## config.mk

```make
export PLATFORM = sky130hd
export DESIGN_NAME = interval_sequencer
export DESIGN_NICKNAME = d
export VERILOG_FILES = /design/src/rtl/interval_sequencer.sv
export SDC_FILE = /design/constraint.sdc
export NUM_CORES = 1
export LEC_CHECK = 0
export BUFFER_PORTS_ARGS = -buffer_cell sky130_fd_sc_hd__clkbuf_2
export CORE_ASPECT_RATIO = 0.75
export CORE_MARGIN = 2
export CORE_UTILIZATION = 60
export DETAILED_ROUTE_END_ITERATION = 7
export PLACE_DENSITY_LB_ADDON = 0.12
export SYNTH_ARGS = -nofsm -noshare
export SYNTH_HDL_FRONTEND = slang
export SYNTH_SLANG_ARGS = --single-unit
```

## constraint.sdc

```tcl
create_clock -name mclk -period 3.92 [get_ports mclk]
set_input_delay 0.196 -clock mclk [delete_from_list [all_inputs] [get_ports mclk]]
set_output_delay 0.196 -clock mclk [all_outputs]
set_load 0.005 [all_outputs]
```

## src/rtl/interval_sequencer.sv

```systemverilog
// interval_sequencer: plays back a small table of interval lengths into a
// programmable up-counter. Each interval is a one-cycle counter clear
// followed by a wait for the counter's limit flag. Progress and completion
// are reported to the top-level FSM; an optional repeat mode loops the table
// until abort.
module interval_sequencer #(
  parameter int WIDTH = 8,
  parameter int DEPTH = 4,
  parameter int AW    = 2
) (
  input  logic             mclk,
  input  logic             reset,
  input  logic             wr_en,
  input  logic [AW-1:0]    wr_addr,
  input  logic [WIDTH-1:0] wr_data,
  input  logic [AW:0]      num_steps,
  input  logic             repeat_en,
  input  logic             start,
  input  logic             abort,
  input  logic             limit_in,
  output logic [WIDTH-1:0] n_out,
  output logic             sreset_out,
  output logic [AW-1:0]    step_idx,
  output logic             step_pulse,
  output logic             busy,
  output logic             done
);

  typedef enum logic [1:0] {
    S_IDLE  = 2'd0,
    S_CLEAR = 2'd1,
    S_RUN   = 2'd2,
    S_DONE  = 2'd3
  } state_t;

  localparam logic [AW:0] DEPTH_C = (AW + 1)'(DEPTH);
  localparam logic [AW:0] ONE_C   = (AW + 1)'(1);

  state_t           state_q, state_d;
  logic [WIDTH-1:0] table_q [DEPTH];
  logic [WIDTH-1:0] table_d [DEPTH];
  logic [AW:0]      steps_q, steps_d;
  logic [WIDTH-1:0] n_out_q, n_out_d;
  logic             sreset_q, sreset_d;
  logic [AW-1:0]    step_idx_q, step_idx_d;
  logic             step_pulse_q, step_pulse_d;
  logic             busy_q, busy_d;
  logic             done_q, done_d;

  logic [AW:0]      steps_clamped;
  logic [AW-1:0]    next_idx;
  logic             last_step;

  assign steps_clamped = (num_steps > DEPTH_C) ? DEPTH_C : num_steps;
  assign next_idx      = step_idx_q + AW'(1);
  assign last_step     = (({1'b0, step_idx_q} + ONE_C) == steps_q);

  // Table write port: accepted in any state, lands at the clock edge.
  always_comb begin
    // NOTE: every variable written here gets a default first, so no path
    // leaves it unassigned and no latch is inferred.
    table_d = table_q;
    if (wr_en && (int'(wr_addr) < DEPTH)) begin
      table_d[wr_addr] = wr_data;
    end
  end

  // Next-state and registered-output computation; loads read table_q, so a
  // same-edge write to the loaded entry is seen only on its next playback.
  always_comb begin
    state_d      = state_q;
    steps_d      = steps_q;
    n_out_d      = n_out_q;
    step_idx_d   = step_idx_q;
    step_pulse_d = 1'b0;

    unique case (state_q)
      S_IDLE: begin
        if (start && !abort) begin
          steps_d = steps_clamped;
          if (steps_clamped == '0) begin
            state_d = S_DONE;
          end else begin
            step_idx_d = '0;
            n_out_d    = table_q[0];
            state_d    = S_CLEAR;
          end
        end
      end
      // Counter's limit is sticky until this clear, so limit_in is ignored.
      S_CLEAR: begin
        state_d = abort ? S_DONE : S_RUN;
      end
      S_RUN: begin
        if (abort) begin
          state_d = S_DONE;
        end else if (limit_in) begin
          step_pulse_d = 1'b1;
          if (!last_step) begin
            step_idx_d = next_idx;
            n_out_d    = table_q[next_idx];
            state_d    = S_CLEAR;
          end else if (repeat_en) begin
            step_idx_d = '0;
            n_out_d    = table_q[0];
            state_d    = S_CLEAR;
          end else begin
            state_d = S_DONE;
          end
        end
      end
      S_DONE: begin
        state_d = S_IDLE;
      end
      default: begin
        state_d = S_IDLE;
      end
    endcase

    // Status outputs are decoded from the state being entered so that the
    // flops present them in the same cycle as that state.
    sreset_d = (state_d == S_CLEAR) || (state_d == S_DONE);
    busy_d   = (state_d == S_CLEAR) || (state_d == S_RUN);
    done_d   = (state_d == S_DONE);
  end

  // State, table and output registers with synchronous reset.
  always_ff @(posedge mclk) begin
    // NOTE: sequential state uses non-blocking assignments so every flop
    // samples pre-edge values regardless of statement order.
    if (reset) begin
      state_q      <= S_IDLE;
      steps_q      <= '0;
      n_out_q      <= '0;
      sreset_q     <= 1'b0;
      step_idx_q   <= '0;
      step_pulse_q <= 1'b0;
      busy_q       <= 1'b0;
      done_q       <= 1'b0;
      // NOTE: the table is small and must read back as zero after reset,
      // so it is built from resettable flops rather than a RAM macro.
      for (int i = 0; i < DEPTH; i++) begin
        table_q[i] <= '0;
      end
    end else begin
      state_q      <= state_d;
      steps_q      <= steps_d;
      n_out_q      <= n_out_d;
      sreset_q     <= sreset_d;
      step_idx_q   <= step_idx_d;
      step_pulse_q <= step_pulse_d;
      busy_q       <= busy_d;
      done_q       <= done_d;
      for (int i = 0; i < DEPTH; i++) begin
        table_q[i] <= table_d[i];
      end
    end
  end

  assign n_out      = n_out_q;
  assign sreset_out = sreset_q;
  assign step_idx   = step_idx_q;
  assign step_pulse = step_pulse_q;
  assign busy       = busy_q;
  assign done       = done_q;

endmodule

```

==> results.tsv <==
stage	metric	value	unit
logic_synthesis	yosysMostFrequentCell	dfxtp_1	
worst_setup_path	critPathRequiredTime	4110	ps
logic_synthesis	syn_nets	251	
layout	multiInputGateArea	0.00112	mm²
sta	drv_slew	0	
sta	tns	0	ps
global_route	grt_max_degree	51	
pwr	p_leak	0.00109	µW
sta	period_share	0.620	
sta	rsz0062_at_grt	false	
pwr	power_frac_comb	0.143	
floorplanning	die_x	74.0	µm
global_route	grt-ovfl-total	0	
logic_synthesis	syn_inst	229	
routing	wl_per_cell	13.1	µm
layout	antenna_cells	0	
global_route	grt_pass1_wl	6.98	mm
placement	routabilityCongestion	0.723	
global_route	antenna_found_initial	0	
sta	worst_slew_pin_slew	974	ps
worst_setup_path	path_class	flop to flop	
floorplanning	initial_core_util	0.614	
logic_synthesis	synth_top_family_by_area	multiplexers	
worst_setup_path	max_stage_delay	700	ps
pwr	switching_share	0.248	
placement	dp.cells	301	
layout	fin_cells	307	
pwr	power_switching	243	µW
sta	finalHoldViolCount	0	
sta	fin_crit	2430	ps
pwr	ir_drop	0.000230	V
routing	drc_errors	0	
global_route	grt_use_total	0.217	
layout	nFillCells	309	
placement	io_buffers	33	
layout	area_growth	11.3	%
logic_synthesis	ys_ff_latch	50	
worst_setup_path	critPathBufInv	0	
logic_synthesis	syn_avg_cell_area	9.63	µm²
logic_synthesis	synth_simple_gate_area_frac	0.167	
worst_setup_path	endpoint_kind	flop	
logic_synthesis	postSynth.asyncResetShare	0	
logic_synthesis	ys_types	34	
routing	viasPerCell	5.30	
worst_setup_path	crit_family	adder cells	
placement	dp.final_hpwl	2.83	mm
logic_synthesis	syn-cell-area	0.00221	mm²
sta	fin_skew	6.65	ps
cts	htree_levels	2	
layout	regArea	0.00100	mm²
logic_synthesis	ys.flop_type	dfxtp_1	
cts	max-clock-path-buffers	2	
global_route	grt_pass1_vias	1459	
worst_setup_path	crit_chain	ha_1 -> xor2_2 -> or3_1 -> o211a_1 -> mux2i_1 -> a211oi_1	
job	maxCapViolCount	0	
logic_synthesis	yosys_warnings	0	
worst_setup_path	crit_arrival	2620	ps
sta	fmaxAchievable	411	MHz
logic_synthesis	synth_area_leaders	dfxtp_1 (45%), mux2i_1 (22%), nor2_1 (8.3%), a21oi_1 (2.7%), a211oi_1 (2.7%)	
routing	routed_wl	4.02	mm
worst_setup_path	cp_slowest_cell	ha_1	
floorplanning	rows	19	
layout	layout-drive-gt1-share	0.180	
cts	clk_pin_slew	80	ps
floorplanning	io_pins	34	
layout	fin_nets	278	
routing	ant_nets	0	
sta	max_slew_margin	0.351	
pwr	internal_power	735	µW
pwr	p_per_area	398	mW/mm²
routing	first_iter_violations	59	
cts	cts_made_buffers	5	
cts	clock_latency	290	ps
routing	dr.pass1.iters	4	
worst_setup_path	cp_max_fo	19	
logic_synthesis	synthXorXnorAreaFrac	0.0153	
worst_setup_path	critPathLaunchType	flop	
status	status	complete, no violations	
logic_synthesis	synth-edff-count	0	
cts	cts-resized-gates	0	
pwr	p_clk_frac	0.293	
pwr	power_frac_seq	0.564	
logic_synthesis	synth_top_area_cell	dfxtp_1	
logic_synthesis	yosysSeqAreaShare	0.454	
cts	ctsHoldBuffers	0	
cts	cts-root-buf	clkbuf_8	
cts	cts_tree	done	
cts	cts_num_sinks	50	
sta	setup_violations	0	
logic_synthesis	synth_compound_area_frac	0.0896	
cts	cts_setup_buffers	0	
logic_synthesis	synth_top_area_share	0.454	
floorplanning	dieHeight	56.5	µm
routing	vias	1627	
logic_synthesis	synth.area.mux_share	0.222	
logic_synthesis	synth_commonest_cells	dfxtp_1 (50), mux2i_1 (49), nor2_1 (49)	
logic_synthesis	synthAdderAreaFrac	0.0113	
floorplanning	core	0.00359	mm²
floorplanning	die_area	0.00418	mm²
hold_path	min_path_type	primary input to flop	
==> layer usage <==
layer,vias up,part of all wire,global-route usage
met3,2,0.043,0.0700
met2,31,0.42,0.297
met1,755,0.53,0.332
met5,-,0,0
met4,0,0.0022,0.0442
li1,839,-,-
==> cell type report <==
cell class,count,share of cell area
clock buffer,6,0.0336
inverter,3,0.00458
multi-input combinational,161,0.454
sequential,50,0.408
tap,52,0.0265
timing repair buffer,35,0.0734
==> state kept, by name (all words and copies together), names as in the netlist <==
| signal | flops |
|---|---|
| busy | 1 |
| done | 1 |
| state_q | 1 |
| sreset_out | 1 |
| table_q | 32 |
| n_out | 8 |
| step_pulse | 1 |
| steps_q | 3 |
| step_idx | 2 |
==> metrics by stage <==
step	utilization	instance area [µm²]	total power [µW]	hold slack, ps	worst slack [ps]
5_1_grt	0.684	2460	1030	166	1230
2_1_floorplan	-	2210	661	332	1960
4_1_cts	0.684	2460	988	158	1470
3_5_place_dp	0.661	2370	704	464	1490
6_report	0.684	2460	978	175	1490
3_3_place_gp	0.661	2370	701	453	1470
==> logic make-up (layout without fill, tap and decap cells) <==
| family | count (synthesis) | count (layout) |
|---|---|---|
| compound gates | 28 | 28 |
| xor+xnor | 3 | 3 |
| fa+ha+maj | 2 | 2 |
| buf+inv | 18 | 44 |
| flops | 50 | 50 |
| mux | 49 | 49 |
| simple gates | 79 | 79 |
==> worst min-delay path, cell delays in order <==
cell and delay [ps]:
clkbuf_2 100, nand3b_1 80, a21oi_1 60
==> power groups by stage <==
| stage | clock network, µW | logic, µW | registers, µW |
|---|---|---|---|
| 4_1_cts | 296 | 141 | 552 |
| 5_1_grt | 319 | 159 | 555 |
| 3_3_place_gp | 0 | 139 | 562 |
| 3_5_place_dp | 0 | 141 | 563 |
| 6_report | 286 | 140 | 552 |
| 2_1_floorplan | 0 | 102 | 559 |
==> final timing paths <==
path | start | end | slack, ps | depth (start not counted)
worst min register to register | steps_q[0]$_SDFFE_PP0P_ | steps_q[0]$_SDFFE_PP0P_ | 480 | 2
worst max register to register | step_idx[1]$_SDFFE_PP0P_ | n_out[5]$_SDFFE_PP0P_ | 1490 | 6
worst max-delay path | step_idx[1]$_SDFFE_PP0P_ | n_out[5]$_SDFFE_PP0P_ | 1490 | 6
worst min-delay path | num_steps[1] | steps_q[1]$_SDFFE_PP0P_ | 170 | 3
==> cell usage in the layout (no fill, tap or decap), drive strengths merged, types with 3 or more instances in the layout <==
cell,n
a211oi,8
inv,3
nor2,49
nor3,3
nand2b,3
dfxtp,50
clkbuf,39
mux2i,49
a21oi,12
nand2,6
nand3b,4
nor2b,6
(Power assumes the default switching activity.)
